`src/rtl/gp_imem_pkg.sv`:
```
// Shared constants for the GP instruction memory: default boot image and sequencer states.
package gp_imem_pkg;

  localparam int unsigned BOOT_LEN   = 28;
  localparam int unsigned BOOT_IDX_W = $clog2(BOOT_LEN);

  typedef enum logic {
    COPY  = 1'b0,
    READY = 1'b1
  } state_t;

  localparam logic [31:0] BOOT_IMAGE [BOOT_LEN] = '{
    32'h3c1d1000, 32'h37bd0ffc, 32'h3c080000, 32'h35080100,
    32'h3c09dead, 32'had090000, 32'h8d0a0000, 32'h3c090123,
    32'h35294567, 32'had090004, 32'h8d0b0004, 32'h240c0010,
    32'h01806821, 32'h25adffff, 32'h15a0fffe, 32'h00000000,
    32'h3c0e0000, 32'h35ce0200, 32'hadcc0000, 32'h8dcf0000,
    32'h01ec8021, 32'hae100008, 32'h24110001, 32'hae110010,
    32'h00000000, 32'h3c1f0000, 32'h01800008, 32'h00000000
  };

  // Words past the image read as zero so the copy clears the rest of the RAM.
  function automatic logic [31:0] boot_word(input logic [31:0] i);
    boot_word = 32'h0;
    if (i < BOOT_LEN) boot_word = BOOT_IMAGE[i[BOOT_IDX_W-1:0]];
  endfunction

endpackage

```
`src/rtl/gp_boot_seq.sv`:
```
// Boot sequencer: walks every RAM word once after reset or a reload request,
// supplying the image word (or zero) to write, then parks in READY.
module gp_boot_seq
  import gp_imem_pkg::*;
#(
  parameter int DEPTH  = 64,
  parameter int DATA_W = 32,
  localparam int IDX_W = $clog2(DEPTH) + 1,
  localparam int MEM_AW = (DEPTH > 1) ? $clog2(DEPTH) : 1
) (
  input  logic              clk,
  input  logic              rst,
  input  logic              boot_req,
  output logic              ready,
  output logic              copy_we,
  output logic [MEM_AW-1:0] copy_addr,
  output logic [DATA_W-1:0] copy_data
);

  localparam logic [IDX_W-1:0] LAST = IDX_W'(DEPTH - 1);

  state_t           state;
  logic [IDX_W-1:0] idx;

  always_ff @(posedge clk or negedge rst) begin
    if (!rst) begin
      state <= COPY;
      idx   <= '0;
    end else if (state == COPY) begin
      idx <= idx + 1'b1;
      if (idx == LAST) state <= READY;
    end else if (boot_req) begin
      state <= COPY;
      idx   <= '0;
    end
  end

  assign ready     = (state == READY);
  assign copy_we   = (state == COPY);
  assign copy_addr = idx[MEM_AW-1:0];
  assign copy_data = DATA_W'(boot_word(32'(idx)));

endmodule

```
`src/rtl/gp_imem.sv`:
```
// Writable GP instruction memory: boot-loaded flop RAM with a stallable registered
// fetch address, byte-enabled host write port and in-place boot image reload.
module gp_imem
  import gp_imem_pkg::*;
#(
  parameter int DATA_W = 32,
  parameter int ADDR_W = 30,
  parameter int DEPTH  = 64
) (
  input  logic                clk,
  input  logic                rst,
  input  logic [ADDR_W-1:0]   addr,
  input  logic                stall,
  output logic [DATA_W-1:0]   inst,
  output logic                inst_valid,
  input  logic                we,
  input  logic [ADDR_W-1:0]   waddr,
  input  logic [DATA_W-1:0]   wdata,
  input  logic [DATA_W/8-1:0] wbe,
  output logic                wr_err,
  input  logic                boot_req,
  output logic                ready
);

  localparam int NB     = DATA_W / 8;
  localparam int MEM_AW = (DEPTH > 1) ? $clog2(DEPTH) : 1;
  localparam logic [ADDR_W:0] DEPTH_A = (ADDR_W + 1)'(DEPTH);

  logic [DATA_W-1:0] mem [DEPTH];
  logic [ADDR_W-1:0] addr_r;
  logic              copy_we;
  logic [MEM_AW-1:0] copy_addr;
  logic [DATA_W-1:0] copy_data;
  logic              waddr_ok;
  logic              wr_acc;
  logic              rd_hit;

  gp_boot_seq #(
    .DEPTH (DEPTH),
    .DATA_W(DATA_W)
  ) u_boot_seq (
    .clk      (clk),
    .rst      (rst),
    .boot_req (boot_req),
    .ready    (ready),
    .copy_we  (copy_we),
    .copy_addr(copy_addr),
    .copy_data(copy_data)
  );

  // A write racing a reload is dropped: the copy would overwrite it anyway.
  assign waddr_ok = {1'b0, waddr} < DEPTH_A;
  assign wr_acc   = ready && we && !boot_req && waddr_ok;

  always_ff @(posedge clk or negedge rst) begin
    if (!rst) begin
      addr_r <= '0;
      wr_err <= 1'b0;
    end else begin
      wr_err <= we && !wr_acc;
      if (!ready || boot_req) addr_r <= '0;
      else if (!stall)        addr_r <= addr;
    end
  end

  always_ff @(posedge clk) begin
    if (copy_we) begin
      mem[copy_addr] <= copy_data;
    end else if (wr_acc) begin
      for (int j = 0; j < NB; j++) begin
        if (wbe[j]) mem[waddr[MEM_AW-1:0]][8*j +: 8] <= wdata[8*j +: 8];
      end
    end
  end

  // Read is combinational from the RAM so a same-edge write is seen immediately.
  assign rd_hit     = ready && ({1'b0, addr_r} < DEPTH_A);
  assign inst       = rd_hit ? mem[addr_r[MEM_AW-1:0]] : '0;
  assign inst_valid = ready;

endmodule

```
`config.mk`:
```
export PLATFORM = sky130hd
export DESIGN_NAME = gp_imem
export DESIGN_NICKNAME = d
export VERILOG_FILES = /design/src/rtl/gp_imem_pkg.sv /design/src/rtl/gp_boot_seq.sv /design/src/rtl/gp_imem.sv
export SDC_FILE = /design/constraint.sdc
export NUM_CORES = 2
export LEC_CHECK = 0
export CAP_MARGIN = 20
export CELL_PAD_IN_SITES_DETAIL_PLACEMENT = 2
export CELL_PAD_IN_SITES_GLOBAL_PLACEMENT = 2
export CORE_UTILIZATION = 50
export DETAILED_ROUTE_END_ITERATION = 8
export DONT_BUFFER_PORTS = 1
export GPL_TIMING_DRIVEN = 0
export PLACE_DENSITY = 0.91
export SETUP_SLACK_MARGIN = 0.05
export SYNTH_ARGS = -nofsm -noshare
export SYNTH_HDL_FRONTEND = slang
export SYNTH_HIERARCHICAL = 1
export SYNTH_SLANG_ARGS = --single-unit
```
`constraint.sdc`:
```
create_clock -name clk -period 4.2 [get_ports clk]
set_input_delay 0.84 -clock clk [delete_from_list [all_inputs] [get_ports clk]]
set_output_delay 0.84 -clock clk [all_outputs]
set_load 0.05 [all_outputs]
```
==> impl.org, run 1 <==
** Run status
- The run stopped with a tool error.
- Stage reached :: clock tree synthesis
- The first error in the log reads "[ERROR DPL-0033] detailed placement checks failed during check placement".

** CTS
- Hold buffer count at CTS :: 2
- In this run, post-CTS repair resized a total of 1,139 instances.
- Max Root-Sink Buffers :: 3
- Counting the buffers created by CTS gives 212.
- The root buffer cell chosen for the clock tree is sky130_fd_sc_hd__clkbuf_16.
- Setup bufs post-CTS :: 220
- The clock drives between 2,000 and 2,500 sinks.
- # H-tree levels :: 4

** Synthesis
- Mapped Cells :: 4,188
- Net Count, Synth :: 4,298
- In the synthesized netlist, mux cells make up 16.1% of the area.
- Synthesis inferred 2,087 register bits.
- Number of distinct library cells after synthesis :: between 80 and 90
- Simple-gate share of the synthesized area :: between 4 and 5%
- Compound-cell area share of the yosys netlist :: between 3 and 4%
- A synthesized cell averages 20.1 sq um.
- The Yosys step of the flow raised 6 warnings.
- sky130_fd_sc_hd__edfxtp_1 takes more of the synthesized area than any other cell.
- By area, the combinational part of the netlist is dominated by multiplexers.
- Cell types with the largest area share after synthesis :: sky130_fd_sc_hd__edfxtp_1 (73%), sky130_fd_sc_hd__mux4_2 (13%), sky130_fd_sc_hd__mux2i_1 (2.6%)
- Xor-xnor portion of the synthesized cell area :: less than 1%
- Cell area after synthesis :: 84,000 sq um
- Most used DFF post-synth :: sky130_fd_sc_hd__edfxtp_1
- In this run, synthesis inferred roughly 2,000 flip-flops with an integrated enable.
- For this run, asynchronously set or reset flops after synthesis account for 1.87%.
- Share of the yosys chip area belonging to registers :: 74.4%
- Top cell type's share of synthesized area :: 73.2%
- Synth Area in Adders :: less than 1%

** Placement
- Detailed placement ended at an HPWL of 324,000 um.
- Number of cells after detailed placement :: 6,717
- IO buf count :: 0
- Global placement routability congestion :: 1.14

** Floorplanning
- The die is 412 um wide.
- DIE HEIGHT :: 412 um
- Pin placement for this block handled around 140 I/O pins.
- Starting density of the core :: 50.3%
- Rows :: 150
cells by family after synthesis:
group	after synthesis
AOI/OAI and AO/OA	388
xor gates and xnor gates	2
adders and majority gates	9
buffers and inverters	342
DFF	2087
muxes	748
other	1
and+or+nand+nor	611
cells in the mapped netlist (10+ instances only):
| cell | instances |
|---|---|
| sky130_fd_sc_hd__a211oi_1 | 18 |
| sky130_fd_sc_hd__a21oi_1 | 53 |
| sky130_fd_sc_hd__a221o_1 | 25 |
| sky130_fd_sc_hd__a221oi_1 | 45 |
| sky130_fd_sc_hd__a22oi_1 | 29 |
| sky130_fd_sc_hd__a311oi_1 | 13 |
| sky130_fd_sc_hd__a31oi_1 | 20 |
| sky130_fd_sc_hd__and4_1 | 11 |
| sky130_fd_sc_hd__buf_1 | 45 |
| sky130_fd_sc_hd__buf_2 | 65 |
| sky130_fd_sc_hd__buf_4 | 46 |
| sky130_fd_sc_hd__clkbuf_1 | 161 |
| sky130_fd_sc_hd__dfrtp_1 | 39 |
| sky130_fd_sc_hd__edfxtp_1 | 2048 |
| sky130_fd_sc_hd__inv_1 | 14 |
| sky130_fd_sc_hd__mux2_2 | 52 |
| sky130_fd_sc_hd__mux2i_1 | 220 |
| sky130_fd_sc_hd__mux4_2 | 476 |
| sky130_fd_sc_hd__nand2_1 | 80 |
| sky130_fd_sc_hd__nand2b_1 | 37 |
| sky130_fd_sc_hd__nand3_1 | 46 |
| sky130_fd_sc_hd__nor2_1 | 88 |
| sky130_fd_sc_hd__nor2b_1 | 49 |
| sky130_fd_sc_hd__nor3_1 | 47 |
| sky130_fd_sc_hd__nor4_1 | 201 |
| sky130_fd_sc_hd__o21ai_0 | 42 |
| sky130_fd_sc_hd__o22ai_1 | 30 |
| sky130_fd_sc_hd__o31ai_1 | 10 |
through the flow:
stage               TNS (ns)  area [sq um]  hold slack, ns  worst slack [ns]
detailed placement  -2067.31         91800           0.520             -1.75
global placement    -3031.09         86800           0.503             -4.10
floorplan                  0         84000           0.490            0.0701
==> run 2, diff against run 1 <==
--- a/config.mk
+++ b/config.mk
@@ -6,14 +6,11 @@
 export NUM_CORES = 2
 export LEC_CHECK = 0
 export CAP_MARGIN = 20
-export CELL_PAD_IN_SITES_DETAIL_PLACEMENT = 2
-export CELL_PAD_IN_SITES_GLOBAL_PLACEMENT = 2
-export CORE_UTILIZATION = 50
+export CORE_UTILIZATION = 40
 export DETAILED_ROUTE_END_ITERATION = 8
 export DONT_BUFFER_PORTS = 1
 export GPL_TIMING_DRIVEN = 0
-export PLACE_DENSITY = 0.91
-export SETUP_SLACK_MARGIN = 0.05
+export PLACE_DENSITY_LB_ADDON = 0.15
 export SYNTH_ARGS = -nofsm -noshare
 export SYNTH_HDL_FRONTEND = slang
 export SYNTH_HIERARCHICAL = 1
==> run 2 against run 1 <==
The flow now finishes, with violations (DRC, setup timing). Area after synthesis unchanged. Synthesized cell count did not move.
==> impl.org, run 2 <==
** CTS
- TritonCTS built the clock tree.
- After clock tree synthesis, the clock-pin slew on the worst setup and hold paths is 0.06 ns.
- The clock passes through at most 3 buffers.
- The cell sitting at the root of the clock tree is a sky130_fd_sc_hd__clkbuf_16.
- Clock latency on the worst-skew pair, taken at its later pin, is between 0.9 and 1 ns.
- Number of clock buffers inserted by TritonCTS :: around 220
- The H-tree was split into 4 levels.
- Number of sinks driven by the clock tree :: 2,087

** Run status
- Violations in the final reports :: DRC, setup timing
- Outcome :: finished with violations

** Floorplanning
- The total area inside the core boundary comes to 208,000 sq um.
- Measured along the x axis, the die boundary spans between 400 and 500 um.
- Num ports :: between 100 and 150
- DIE HEIGHT :: between 400 and 500 um
- Total Die Area :: 212,000 sq um
- Starting density of the core :: between 40% and 50%
- Rows :: 167

** Setup path
- By startpoint and endpoint, the worst setup path is classified as reg -> out.
- Worst setup EP type :: output pin
- Data arrival time of the critical path :: 3.99 ns
- Critical path fanouts, max :: 10
- R2R Setup Slk :: -0.10 ns
- Worst Path Required :: 3.36 ns
- Register-to-Register Path Depth :: 9
- The worst setup path is launched from a flop.

** Global route
- First-pass GRT wire length :: 497,000 um
- Met2 global-route usage :: 51.2%
- The via count of the first global-routing pass came to 50,000.
- Global routing finished with a remaining overflow of 0.
- The number of antenna violations at the first check in global routing is 66.
- For this run, global-route usage on met3 was measured as 15.2%.
- For this run, global-route usage on met1 was measured as 46.5%.
- Largest net degree at the start of global routing :: 65
- met2 is the most crowded layer.
- Global routing used between 30% and 40% of the available tracks.

** Layout
- Area of the multi-input gates :: around 24,000 sq um
- The library cells used most frequently in the layout, excluding fill and tap cells, are sky130_fd_sc_hd__edfxtp_1 (2,048), sky130_fd_sc_hd__mux4_2 (476), sky130_fd_sc_hd__buf_4 (448).
- Layout Nets :: 5,175
- Counting flops per register, the top entry is mem.
- Largest registers :: mem: 2048 flops, addr_r: 30 flops, u_boot_seq/idx: 7 flops
- Area growth from synthesis to layout :: 29.4%
- The register with the most flip-flops in the layout has 2,048 of them.
- The layout has 16,300 filler cells.
- Ratio of cells with drive above 1 in the final layout :: around 42%
- Footprint of the flip-flops and latches :: 62,500 sq um
- Most frequent standard cell in the layout excluding fill and tap cells :: sky130_fd_sc_hd__edfxtp_1
- At the end of the flow the core is filled with cells to 52.3%.

** Route
- For this block, the initial DRC count from the detailed router was 9,671.
- Summed over all layers, the routed wires come to 390,000 um.
- Via count normalized by instance count :: 6.78
- Via count :: 54,800
- The first TritonRoute pass finished after 9 iterations.
- Dividing the detail-routed wire length by the instance count gives around 48 um.
- Number of design rule violations left after detail routing :: 34
- Post-route ant nets :: 0

** Synthesis
- After synthesis, the netlist uses 81 different library cells.
- Top cell type's share of synthesized area :: 73.2%
- The biggest area contributor in the post-synthesis netlist is sky130_fd_sc_hd__edfxtp_1.
- The Yosys step of the flow raised 6 warnings.
- When the netlist entered floorplanning its net count stood at 4,298.
- Mean instance size in the synthesized netlist :: about 20 sq um
- Of the synthesized area, sequential elements account for 74.4%.
- The most common cell in the synthesized netlist is sky130_fd_sc_hd__edfxtp_1.
- Number of synthesized flops with an enable pin :: 2,048
- Cell types with the largest area share after synthesis :: sky130_fd_sc_hd__edfxtp_1 (73%), sky130_fd_sc_hd__mux4_2 (13%), sky130_fd_sc_hd__mux2i_1 (2.6%)
- In this run the cell area of the synthesized design comes to between 80,000 and 90,000 sq um.
- The synthesized design contains 2,087 register bits.
- The cell count after synthesis came out at 4,188.
- Most used DFF post-synth :: sky130_fd_sc_hd__edfxtp_1
- After synthesis, the share of flip-flops with an asynchronous set or reset is 1.87%.
- After synthesis, the most frequently instantiated cells are sky130_fd_sc_hd__edfxtp_1 (2,048), sky130_fd_sc_hd__mux4_2 (476), sky130_fd_sc_hd__mux2i_1 (220).

** Power and ir drop
- Per report_power, the clock group accounts for 30.8% of the total.
- Per report_power, the sequential group accounts for 44.4% of the total.
- Internal power comes to roughly 0.042 W.
- VDD sags by at most 0.000614 V.
- Total leakage power :: 34.7 nW
- For this design the ratio of total power to cell area is 581 nW/um^2.
- Of the total power, combinational logic draws 24.8%.
- Share of total power consumed by net switching :: 33.3%
- For this design the total switching power over the nets is around 0.021 W.

** Timing
- In the final timing run, aggregate negative setup slack is -19.48 ns.
- Setup violations remaining at the end of the flow were counted as 224.
- Actual transition at the worst max-transition pin :: 1.32 ns
- Static timing analysis puts the maximum clock frequency at 207 MHz.
- Total count of hold-check failures in the final report :: 0
- Final setup skew :: 0.0492 ns
- Of the available clock period, the critical path in the final layout requires 115%.
- Final number of max-transition violations :: 0
- Setup repair after global routing could not meet its margin everywhere.
- Post-layout min period :: 4.83 ns
- Across all hold checks on the routed design, the worst slack comes to 0.0498 ns.
- After layout, the worst setup slack is -0.633 ns.
- The worst pin sits at a relative slew slack of roughly an eighth.

** Placement
- Global placement routability congestion :: 1.07
- Hpwl dp :: approximately 260,000 um
- IO buf count :: 0

** Min path
- Along the worst hold path, the cell count comes to 1.
- Path category of the worst min-delay check :: in -> reg

** Job
- Max-cap violations :: 0
## run 2: cell counts after synthesis
No cell type changed its count.
## run 2: power groups by stage
stage	registers [W]	logic, W	clock network [W]
after floorplan	0.0283	0.00537	0
after global placement	0.0286	0.0105	0
after detailed placement	0.0285	0.0126	0
after CTS	0.0281	0.0137	0.0194
after global routing	0.0281	0.0155	0.0202
final	0.0280	0.0156	0.0195
## run 2: path summary, 6_finish.rpt
| path | from | end |
|---|---|---|
| setup / recovery | addr_r[1]$_DFFE_PN0P_ | inst[24] |
| hold / removal | boot_req | u_boot_seq/idx[2]$_DFFE_PN0P_ |
| setup reg to reg | u_boot_seq/ready$_DFF_PN0_ | mem[43][17]$_DFFE_PP_ |
| hold reg to reg | addr_r[21]$_DFFE_PN0P_ | addr_r[21]$_DFFE_PN0P_ |
| max in group asynchronous | rst | addr_r[4]$_DFFE_PN0P_ |
| min in group asynchronous | rst | wr_err$_DFF_PN0_ |
## run 2: layout make-up
cell class | count | share of cell area (%)
Sequential cell | 2087 | 57.5
Clock buffer | 265 | 5.20
Antenna cell | 44 | 0.101
Buffer | 324 | 3.80
Inverter | 16 | 0.0702
Timing Repair Buffer | 662 | 6.69
Multi-Input combinational cell | 1759 | 22.2
Clock inverter | 137 | 1.25
Tap cell | 2788 | 3.21
## run 2: what timing repair did
item,4_1_cts,5_1_grt
pin swaps,73,87
endpoints found under the hold margin,39,0
hold buffers,2,0
gates resized for setup,898,306
gates cloned,1,4
setup endpoints to repair,3859,1049
buffers inserted,150,120
## run 2: cell families after synthesis
logic type,count (synthesis),synth area share [%]
flops,2087,74.4
mux,748,16.1
simple gates,611,4.08
compound gates,388,3.41
buf+inv,342,1.91
fa+ha+maj,9,0.134
xor+xnor,2,0.0209
other cells,1,0.00446
## run 2: worst max-delay path: stages (launching register included)
cell and delay [ns]:
sky130_fd_sc_hd__dfrtp_2 0.46, sky130_fd_sc_hd__buf_6 0.28, sky130_fd_sc_hd__buf_8 0.30, sky130_fd_sc_hd__buf_6 0.33, sky130_fd_sc_hd__buf_8 0.35, sky130_fd_sc_hd__nand3_1 0.14, sky130_fd_sc_hd__a31oi_2 0.22, sky130_fd_sc_hd__nor3_2 0.11
sky130_fd_sc_hd__a211oi_4 0.83
## run 2: routing by layer
metal  vias up  routed length (um)
met1     28900              138000
met3      1304               58000
met2      4925              164000
met5         -                 757
li1      19600                   -
met4        39               30300
## run 2: metrics by stage
step                power [W]  setup slack, ns  instances  instance area (sq um)
floorplan              0.0337           0.0701       4188                  84000
global placement       0.0392            -4.90       6976                  87500
detailed placement     0.0411            -1.91       7336                  93000
CTS                    0.0612           -0.494       7889                 106000
global route           0.0638           -0.528       8060                 109000
finish                 0.0631           -0.633       8082                 109000
(Power assumes the default switching activity.)
